[src/rtl/uart_bus_bridge.sv]
// rtl/uart_bus_bridge.sv - RS-232 host to PLP data bus initiator (8N1 rx/tx, command parser, bus sequencer)
//
// Ports:
//   clk     system clock, all logic on posedge
//   rst     asynchronous active-low reset
//   rxd     serial in from host (asynchronous, idle high)
//   txd     serial out to host (idle high, registered)
//   de      data bus enable, one clock per access
//   drw     1 = write, 0 = read
//   daddr   word-aligned bus address (holds last value)
//   dwdata  write data (holds last value)
//   drdata  read data from selected responder
//   busy    high whenever the command FSM is not idle
//
// Optional feature macro: UART_BRIDGE_AUTOINC_EN adds command 0x4E 'N'
// (write to last word address + 4).

module uart_bus_bridge #(
    parameter int CLK_RATE       = 25000000,
    parameter int BAUD           = 57600,
    parameter int TIMEOUT_CYCLES = 2500000
) (
    input  logic        clk,
    input  logic        rst,
    input  logic        rxd,
    output logic        txd,
    output logic        de,
    output logic        drw,
    output logic [31:0] daddr,
    output logic [31:0] dwdata,
    input  logic [31:0] drdata,
    output logic        busy
);

    localparam int DIV  = CLK_RATE / BAUD;
    localparam int HALF = DIV / 2;
    localparam int CW   = $clog2(DIV + 1);
    localparam int TW   = $clog2(TIMEOUT_CYCLES + 1);

    // ---------------------------------------------------------------
    // Receiver
    // ---------------------------------------------------------------
    typedef enum logic [1:0] {RX_IDLE, RX_START, RX_DATA, RX_STOP} rx_state_t;

    rx_state_t      rx_state;
    logic           rx_meta;
    logic           rx_sync;
    logic [CW-1:0]  rx_cnt;
    logic [2:0]     rx_bits;
    logic [7:0]     rx_shift;
    logic           rx_valid;
    logic [7:0]     rx_byte;

    // Synchronizer presets to the idle level so reset release is not a start bit.
    always_ff @(posedge clk or negedge rst) begin
        if (!rst) begin
            rx_meta <= 1'b1;
            rx_sync <= 1'b1;
        end else begin
            rx_meta <= rxd;
            rx_sync <= rx_meta;
        end
    end

    always_ff @(posedge clk or negedge rst) begin
        if (!rst) begin
            rx_state <= RX_IDLE;
            rx_cnt   <= '0;
            rx_bits  <= '0;
            rx_shift <= '0;
            rx_valid <= 1'b0;
            rx_byte  <= '0;
        end else begin
            rx_valid <= 1'b0;
            case (rx_state)
                RX_IDLE: begin
                    rx_cnt <= '0;
                    if (!rx_sync) rx_state <= RX_START;
                end
                RX_START: begin
                    // Re-check the line mid start bit; a high level means a glitch.
                    if (rx_cnt == CW'(HALF - 1)) begin
                        rx_cnt   <= '0;
                        rx_bits  <= '0;
                        rx_state <= rx_sync ? RX_IDLE : RX_DATA;
                    end else begin
                        rx_cnt <= rx_cnt + 1'b1;
                    end
                end
                RX_DATA: begin
                    if (rx_cnt == CW'(DIV - 1)) begin
                        rx_cnt   <= '0;
                        rx_shift <= {rx_sync, rx_shift[7:1]};
                        rx_bits  <= rx_bits + 3'd1;
                        if (rx_bits == 3'd7) rx_state <= RX_STOP;
                    end else begin
                        rx_cnt <= rx_cnt + 1'b1;
                    end
                end
                RX_STOP: begin
                    if (rx_cnt == CW'(DIV - 1)) begin
                        rx_cnt   <= '0;
                        rx_state <= RX_IDLE;
                        if (rx_sync) begin
                            rx_valid <= 1'b1;
                            rx_byte  <= rx_shift;
                        end
                    end else begin
                        rx_cnt <= rx_cnt + 1'b1;
                    end
                end
                default: rx_state <= RX_IDLE;
            endcase
        end
    end

    // ---------------------------------------------------------------
    // Transmitter
    // ---------------------------------------------------------------
    logic           tx_busy;
    logic [8:0]     tx_shift;
    logic [3:0]     tx_bitn;
    logic [CW-1:0]  tx_cnt;
    logic           tx_start;
    logic [7:0]     tx_data;

    always_ff @(posedge clk or negedge rst) begin
        if (!rst) begin
            txd      <= 1'b1;
            tx_busy  <= 1'b0;
            tx_shift <= '0;
            tx_bitn  <= '0;
            tx_cnt   <= '0;
        end else if (!tx_busy) begin
            tx_cnt  <= '0;
            tx_bitn <= '0;
            if (tx_start) begin
                tx_busy  <= 1'b1;
                txd      <= 1'b0;
                tx_shift <= {1'b1, tx_data};
            end
        end else if (tx_cnt == CW'(DIV - 1)) begin
            tx_cnt <= '0;
            // Bit 9 is the stop bit; once it has lasted DIV clocks we are idle.
            if (tx_bitn == 4'd9) begin
                tx_busy <= 1'b0;
            end else begin
                txd      <= tx_shift[0];
                tx_shift <= {1'b1, tx_shift[8:1]};
                tx_bitn  <= tx_bitn + 4'd1;
            end
        end else begin
            tx_cnt <= tx_cnt + 1'b1;
        end
    end

    // ---------------------------------------------------------------
    // Command FSM and bus sequencer
    // ---------------------------------------------------------------
    typedef enum logic [2:0] {S_IDLE, S_ADDR, S_DATA, S_BUS, S_RESP} state_t;

    state_t         state;
    logic           cmd_write;
    logic [1:0]     byte_n;
    logic [31:0]    addr_sh;
    logic [31:0]    data_sh;
    logic [31:0]    resp_sh;
    logic [2:0]     resp_left;
    logic [TW-1:0]  tmo;
    logic [31:0]    bus_addr;

`ifdef UART_BRIDGE_AUTOINC_EN
    logic           cmd_inc;
    // daddr still holds the last word address used, so it doubles as the
    // auto-increment base; 32-bit wrap takes 0xFFFFFFFC to 0.
    assign bus_addr = cmd_inc ? (daddr + 32'd4) : {addr_sh[31:2], 2'b00};
`else
    assign bus_addr = {addr_sh[31:2], 2'b00};
`endif

    assign busy = (state != S_IDLE);

    always_ff @(posedge clk or negedge rst) begin
        if (!rst) begin
            state     <= S_IDLE;
            cmd_write <= 1'b0;
            byte_n    <= '0;
            addr_sh   <= '0;
            data_sh   <= '0;
            resp_sh   <= '0;
            resp_left <= '0;
            tmo       <= '0;
            tx_start  <= 1'b0;
            tx_data   <= '0;
            de        <= 1'b0;
            drw       <= 1'b0;
            daddr     <= '0;
            dwdata    <= '0;
`ifdef UART_BRIDGE_AUTOINC_EN
            cmd_inc   <= 1'b0;
`endif
        end else begin
            tx_start <= 1'b0;
            case (state)
                S_IDLE: begin
                    tmo    <= '0;
                    byte_n <= '0;
                    if (rx_valid) begin
`ifdef UART_BRIDGE_AUTOINC_EN
                        cmd_inc <= 1'b0;
`endif
                        case (rx_byte)
                            8'h57: begin
                                cmd_write <= 1'b1;
                                state     <= S_ADDR;
                            end
                            8'h52: begin
                                cmd_write <= 1'b0;
                                state     <= S_ADDR;
                            end
`ifdef UART_BRIDGE_AUTOINC_EN
                            8'h4E: begin
                                cmd_write <= 1'b1;
                                cmd_inc   <= 1'b1;
                                state     <= S_DATA;
                            end
`endif
                            default: begin
                                resp_sh   <= {8'h15, 24'h0};
                                resp_left <= 3'd1;
                                state     <= S_RESP;
                            end
                        endcase
                    end
                end
                S_ADDR: begin
                    if (rx_valid) begin
                        tmo     <= '0;
                        addr_sh <= {addr_sh[23:0], rx_byte};
                        byte_n  <= byte_n + 2'd1;
                        if (byte_n == 2'd3) begin
                            if (cmd_write) begin
                                state <= S_DATA;
                            end else begin
                                state <= S_BUS;
                                de    <= 1'b1;
                                drw   <= 1'b0;
                                daddr <= {addr_sh[23:0], rx_byte[7:2], 2'b00};
                            end
                        end
                    end else if (tmo == TW'(TIMEOUT_CYCLES)) begin
                        state <= S_IDLE;
                    end else begin
                        tmo <= tmo + 1'b1;
                    end
                end
                S_DATA: begin
                    if (rx_valid) begin
                        tmo     <= '0;
                        data_sh <= {data_sh[23:0], rx_byte};
                        byte_n  <= byte_n + 2'd1;
                        if (byte_n == 2'd3) begin
                            state  <= S_BUS;
                            de     <= 1'b1;
                            drw    <= 1'b1;
                            daddr  <= bus_addr;
                            dwdata <= {data_sh[23:0], rx_byte};
                        end
                    end else if (tmo == TW'(TIMEOUT_CYCLES)) begin
                        state <= S_IDLE;
                    end else begin
                        tmo <= tmo + 1'b1;
                    end
                end
                S_BUS: begin
                    // de was raised on entry; this edge ends the access and
                    // captures the responder's read data.
                    de    <= 1'b0;
                    state <= S_RESP;
                    if (cmd_write) begin
                        resp_sh   <= {8'h06, 24'h0};
                        resp_left <= 3'd1;
                    end else begin
                        resp_sh   <= drdata;
                        resp_left <= 3'd4;
                    end
                end
                S_RESP: begin
                    // tx_busy lags tx_start by a clock, so wait out the pulse
                    // before deciding whether the transmitter is free.
                    if (!tx_start && !tx_busy) begin
                        if (resp_left != 3'd0) begin
                            tx_start  <= 1'b1;
                            tx_data   <= resp_sh[31:24];
                            resp_sh   <= {resp_sh[23:0], 8'h00};
                            resp_left <= resp_left - 3'd1;
                        end else begin
                            state <= S_IDLE;
                        end
                    end
                end
                default: state <= S_IDLE;
            endcase
        end
    end

endmodule

[config.mk]
export PLATFORM = sky130hd
export DESIGN_NAME = uart_bus_bridge
export DESIGN_NICKNAME = d
export VERILOG_FILES = /design/src/rtl/uart_bus_bridge.sv
export SDC_FILE = /design/constraint.sdc
export NUM_CORES = 1
export LEC_CHECK = 0
export CORE_MARGIN = 2
export CORE_UTILIZATION = 64
export CTS_BUF_LIST = sky130_fd_sc_hd__clkbuf_2
export DETAILED_ROUTE_END_ITERATION = 10
export PLACE_DENSITY_LB_ADDON = 0.3
export SYNTH_ARGS = -nofsm -noshare
export SYNTH_HDL_FRONTEND = slang
export SYNTH_SLANG_ARGS = --single-unit
[constraint.sdc]
create_clock -name clk -period 3.5 [get_ports clk]
set_clock_uncertainty 0.15 [all_clocks]
set_input_delay 0.7 -clock clk [delete_from_list [all_inputs] [get_ports clk]]
set_output_delay 0.7 -clock clk [all_outputs]
set_load 0.005 [all_outputs]
======== Word level (Yosys, flattened, before mapping) ========
Cells that the tools add are included.
storage, ports and cells
  register bits after elaboration ......... 251
  word-level logic and storage cells ...... 186
operators by class
  $add $sub $neg .......................... 7
  equality and inequality tests ........... 37
  multiplexer cells ....................... 81
  reductions and logical operators ........ 34
operators with widths
  kind                                                  count
  two-way mux 32 bit                                    10
  one-hot mux 32 bit (3 select lines)                   1
  two-way mux 9 bit                                     8
  one-hot mux 32 bit (2 select lines)                   1
  two-way mux 3 bit                                     16
  two-way mux 22 bit                                    2
  one-hot mux 22 bit (2 select lines)                   1
  != test 2 bit (second input constant)                 16
  one-hot mux 9 bit (3 select lines)                    1
  two-way mux 1 bit                                     23
  adder 22 x 1 -> 22 bit (second input constant)        1
  equality test 22 bit (second input constant)          1
  adder 9 x 1 -> 9 bit (second input constant)          2
  equality test 9 bit (second input constant)           2
  AND reduction 3 bit                                   6
  equality test 8 x 7 -> 1 bit (second input constant)  2
  one-hot mux 3 bit (5 select lines)                    1
  AND reduction 5 bit                                   3
  two-way mux 2 bit                                     7
  two-way mux 4 bit                                     3
  AND reduction 2 bit                                   6
  AND reduction 6 bit                                   2
  nonzero test 3 bit                                    4
  nonzero test 2 bit                                    5
  24 further kinds                                      35

======== Logic depth before layout (Yosys ltp) ========
  depth after elaboration ................. 5
  depth in mapped cells ................... 9
  gate-level depth less buffers ........... 7

======== Least setup slack after synthesis ========
OpenSTA, ideal clock, no wires.
  path type ............................... reg-to-reg
  start ................................... reg rx_cnt[1]
  end ..................................... reg rx_shift[0]
  setup time .............................. 0.125 ns
  arrival time ............................ 1.711 ns
  slack ................................... 1.514 ns
  stages on the path, launching flop included .. 8
  buffers on the path ..................... 0
  clock period less this slack ............ 1.986 ns
  path through ............................ dfrtp_1 > inv_1 > ha_1 > nand2_1 > nor4_1 > nand2_1 > nor2_2 > mux2_2
between the ends
  cells in the longest elaborated chain, start to end .. 2
ends and longest elaborated chain
  element                        RTL line  source
  start: declaration             48        logic [CW-1:0] rx_cnt;
  start signal: assignment       87        rx_cnt <= rx_cnt + 1'b1;
  start signal: assignment       97        rx_cnt <= rx_cnt + 1'b1;
  start signal: assignment       109       rx_cnt <= rx_cnt + 1'b1;
  equality test 9 bit            91        if (rx_cnt == CW'(DIV - 1)) begin
  AND reduction 2 bit (no line)  -
  end signal: assignment         93        rx_shift <= {rx_sync, rx_shift[7:1]};
  end: declaration               50        logic [7:0] rx_shift;
No other way between the ends.
A chain may end at the register's enable or synchronous reset.

======== Final worst setup path ========
  start ................................... reg state[2]
  end ..................................... out busy
between the ends
  cells in the longest elaborated chain, start to end .. 1
ends and longest elaborated chain
  element                   RTL line  source
  start: declaration        162       state_t state;
  start signal: assignment  185       state <= S_IDLE;
  start signal: assignment  215       state <= S_ADDR;
  start signal: assignment  219       state <= S_ADDR;
  nonzero test 3 bit        181       assign busy = (state != S_IDLE);
  end: declaration          32        output logic busy
No other way between the ends.

==> metrics.csv <==
stage,metric,value,unit
clocking,cts_setup_buffers,0,
synth,yosysSeqAreaShare,57.3,%
synth,synth_seq_cells,249,
timing,rsz0062_at_grt,false,
floorplan,fp.dieW,134,µm
floorplan,die-area,18100,µm²
run_status,status,"finished, final reports clean",
clocking,cts_buffers,60,
final_layout,fillers,1116,
drt,antenna_left,0,
synth,yosysMostFrequentCell,dfrtp_1,
min_path,min_path_cells,1,
power_and_ir_drop,p_sw,1.21,mW
power_and_ir_drop,peakVddDrop,0.321,mV
synth,syn_area,10900,µm²
clocking,htree_levels,2,
place,gp_congestion,0.869,
synth,synthFlopType,dfrtp_1,
synth,synth_warnings,0,
critical_path,path_max_fanout,17,
power_and_ir_drop,clockPowerShare,39.4,%
power_and_ir_drop,internal-power,3.71,mW
floorplan,fp-row-count,47,
timing,fin_ws,0.276,ns
drt,drt_first_pass_iters,5,
power_and_ir_drop,power,4.92,mW
timing,hold_violations,0,
global_route,grt_pass1_wl,35700,µm
critical_path,cp.depth,3,
floorplan,initial_core_util,65.7,%
timing,tns,0,ns
place,hpwl,13900,µm
global_route,antenna_found_initial,1,
place,port_buffers,100,
critical_path,cp_data_required_time,2.65,ns
critical_path,r2r-end,resp_sh[24],
critical_path,end_kind,output port,
critical_path,timing.rr.start,state[2],
drt,vias,7448,
drt,drc,0,
critical_path,worstPathCellList,"nor3_2, inv_1, clkdlybuf4s50_1",
min_path,hold_class,in2reg,
floorplan,boundaryPins,103,
floorplan,core,16600,µm²
global_route,grt_use_total,24.2,%
synth,synth_top_cell_by_area,dfrtp_1,
critical_path,cp-start-kind,flop,
power_and_ir_drop,sw_frac_of_total,24.6,%
timing,maxSlewViolCount,0,
job,drv_cap,0,
drt,vias_per_cell,5.62,
synth,synth_common_cells,"dfrtp_1, mux2_2, nand2_1, o21ai_0",
critical_path,critical-path-top-delay-family,flip-flops,
timing,fin_crit_sh,92.1,%
clocking,cts_sinks,249,
drt,totalWireLength,21100,µm
critical_path,path_class,reg2out,
min_path,holdCritStartpoint,rxd,
global_route,grt_pass1_vias,7502,
global_route,gr-total-overflow,0,
power_and_ir_drop,combPwrFrac,2.1,%
drt,first_iter_violations,394,
clocking,clock-root-buffer,clkbuf_2,
synth,synthTopCellsByArea,"dfrtp_1, mux2_2, mux2i_1, nand2_1, o21ai_0",
synth,synth.avg_cell_area,11.8,µm²
final_layout,final_cells,1326,
final_layout,fin_nets,1102,
timing,finalCriticalPeriod,3.22,ns
critical_path,cpPeakStageDelay,0.60,ns
synth,synth_cell_type_count,63,
synth,synth_cells,920,
place,dp.cells,1210,
critical_path,worst_r2r_path_depth,6,
critical_path,rrSetupSlack,0.75,ns
clocking,max-clock-path-buffers,3,
critical_path,crit_path_top_delay_cell,dfrtp_1,
synth,synth_top_cell_area_share,56.5,%
timing,fmax,310,MHz
floorplan,fp.dieH,134,µm
timing,relSlewSlack,51.0,%
critical_path,cp_num_buf_inv,2,
clocking,clk_pin_slew,0.11,ns
synth,synthArstFlopShare,100,%
critical_path,endpoint,busy,
critical_path,crit_start,state[2],
power_and_ir_drop,power.static_leakage,5.86,nW
drt,wl_per_cell,15.9,µm
final_layout,drive_gt1_share,22.4,%
final_layout,area_delta_synth_final,16.8,%
synth,synth-edff-count,0,
timing,finalSetupViolCount,0,
timing,tightest_slew,0.734,ns
power_and_ir_drop,p_per_area,387,nW/µm²
clocking,clock_latency,0.87,ns
clocking,cts_tree,done,
global_route,grt_max_degree,73,
place,preCtsSetupSlack,0.812,ns
critical_path,arrival,2.37,ns
power_and_ir_drop,sequentialPowerShare,58.5,%
## power by group through the flow
stage,clock network [mW],registers (mW),logic [mW]
after floorplan,0,2.93,0.00290
after global placement,0,2.93,0.106
after detailed placement,0,2.93,0.106
after CTS,2.01,2.88,0.107
after global routing,2.15,2.88,0.118
final,1.94,2.88,0.102
## state kept, by name, summed over array words and instances, names as in the netlist, 8 cells and up, named ones only
name and cells:
addr_sh 32, tmo 22, dwdata 32, rx_cnt 9
daddr 30, resp_sh 32, tx_shift 9, data_sh 24
tx_cnt 9, rx_shift 8, rx_byte 8, tx_data 8
## repair_timing
action                                  4_1_cts  5_1_grt
endpoints found under the setup margin        0        1
resized for setup                             0        1
endpoints found under the hold margin        67        0
hold buffers                                  1        0
## placed cells by master, fill, tap and decap left out, types with 3 or more instances in the layout
master / instances
xor2_1: 9
o311ai_0: 4
mux2_2: 113
nor2b_1: 5
a31oi_1: 6
clkbuf_2: 92
nor3_1: 4
nor4b_1: 3
and2_1: 5
clkdlybuf4s50_1: 99
or2_2: 3
and4_1: 5
buf_4: 14
a22o_1: 9
a21oi_1: 15
nor3_2: 4
nor2_1: 37
mux2i_1: 40
nor2_2: 4
a22oi_1: 20
clkinv_1: 16
or3_1: 3
nor3b_1: 4
dfrtp_1: 246
o22a_1: 3
and3_1: 5
inv_1: 20
nand3b_1: 4
o22ai_1: 4
xnor2_1: 14
nand2_1: 94
ha_1: 14
o21ai_1: 26
o21ai_0: 61
o41ai_1: 5
nand2b_1: 8
o31ai_1: 13
nand3_1: 19
nand4_1: 10
dfstp_2: 3
## per-stage QoR
step	area, µm²	hold WS, ns	utilization, %
finish	12700	0.105	76.7
global route	12700	0.0243	76.7
CTS	12700	0.0231	76.6
detailed placement	12100	0.199	73.0
global placement	12100	0.196	73.0
floorplan	10900	0.195	-
## final cells by class
class / count / area [µm²] / area share, %
inverter: 20 / 75.1 / 0.590
clock buffer: 92 / 460 / 3.62
clock inverter: 22 / 128 / 1.00
tap: 220 / 275 / 2.16
multi-input combinational: 605 / 4380 / 34.5
sequential: 249 / 6230 / 49.0
timing repair buffer: 117 / 1160 / 9.13
antenna: 1 / 2.50 / 0.0197
## kinds of logic (layout without fill, tap and decap cells)
group / count (synthesis) / in the layout / synth area share [%]
AOI/OAI and AO/OA: 179 / 179 / 10.2
xor gates and xnor gates: 23 / 23 / 1.85
adders and majority gates: 16 / 16 / 1.79
buffers and inverters: 67 / 251 / 2.80
DFF: 249 / 249 / 57.3
muxes: 154 / 154 / 15.5
other: 1 / 3 / 0.0344
and+or+nand+nor: 231 / 231 / 10.6
## layer usage
metal  GRT usage [%]  vias to the layer above  wire length, µm
met1            33.8                     3658             9660
met2            38.7                      150            10300
li1                -                     3612                -
met4            7.95                        0              337
met5               0                        -                0
met3            4.69                       28              826
## worst register-to-register path, cell delays in order, from the launching register on
cell and delay (ns):
dfrtp_1 0.72, nor2b_1 0.18, a2111oi_1 0.64, a311o_2 0.47
buf_4 0.34, nand2_1 0.09, o31ai_1 0.07
## worst min path at each step
| stage | slack, ns | to |
|---|---|---|
| CTS | 0.02 | rx_meta |
| finish | 0.11 | rx_meta |
| floorplan | 0.20 | rx_sync |
| detailed placement | 0.20 | rx_sync |
| global placement | 0.20 | rx_sync |
| global route | 0.02 | rx_meta |
Note: power is estimated with default switching activity, not from simulation.
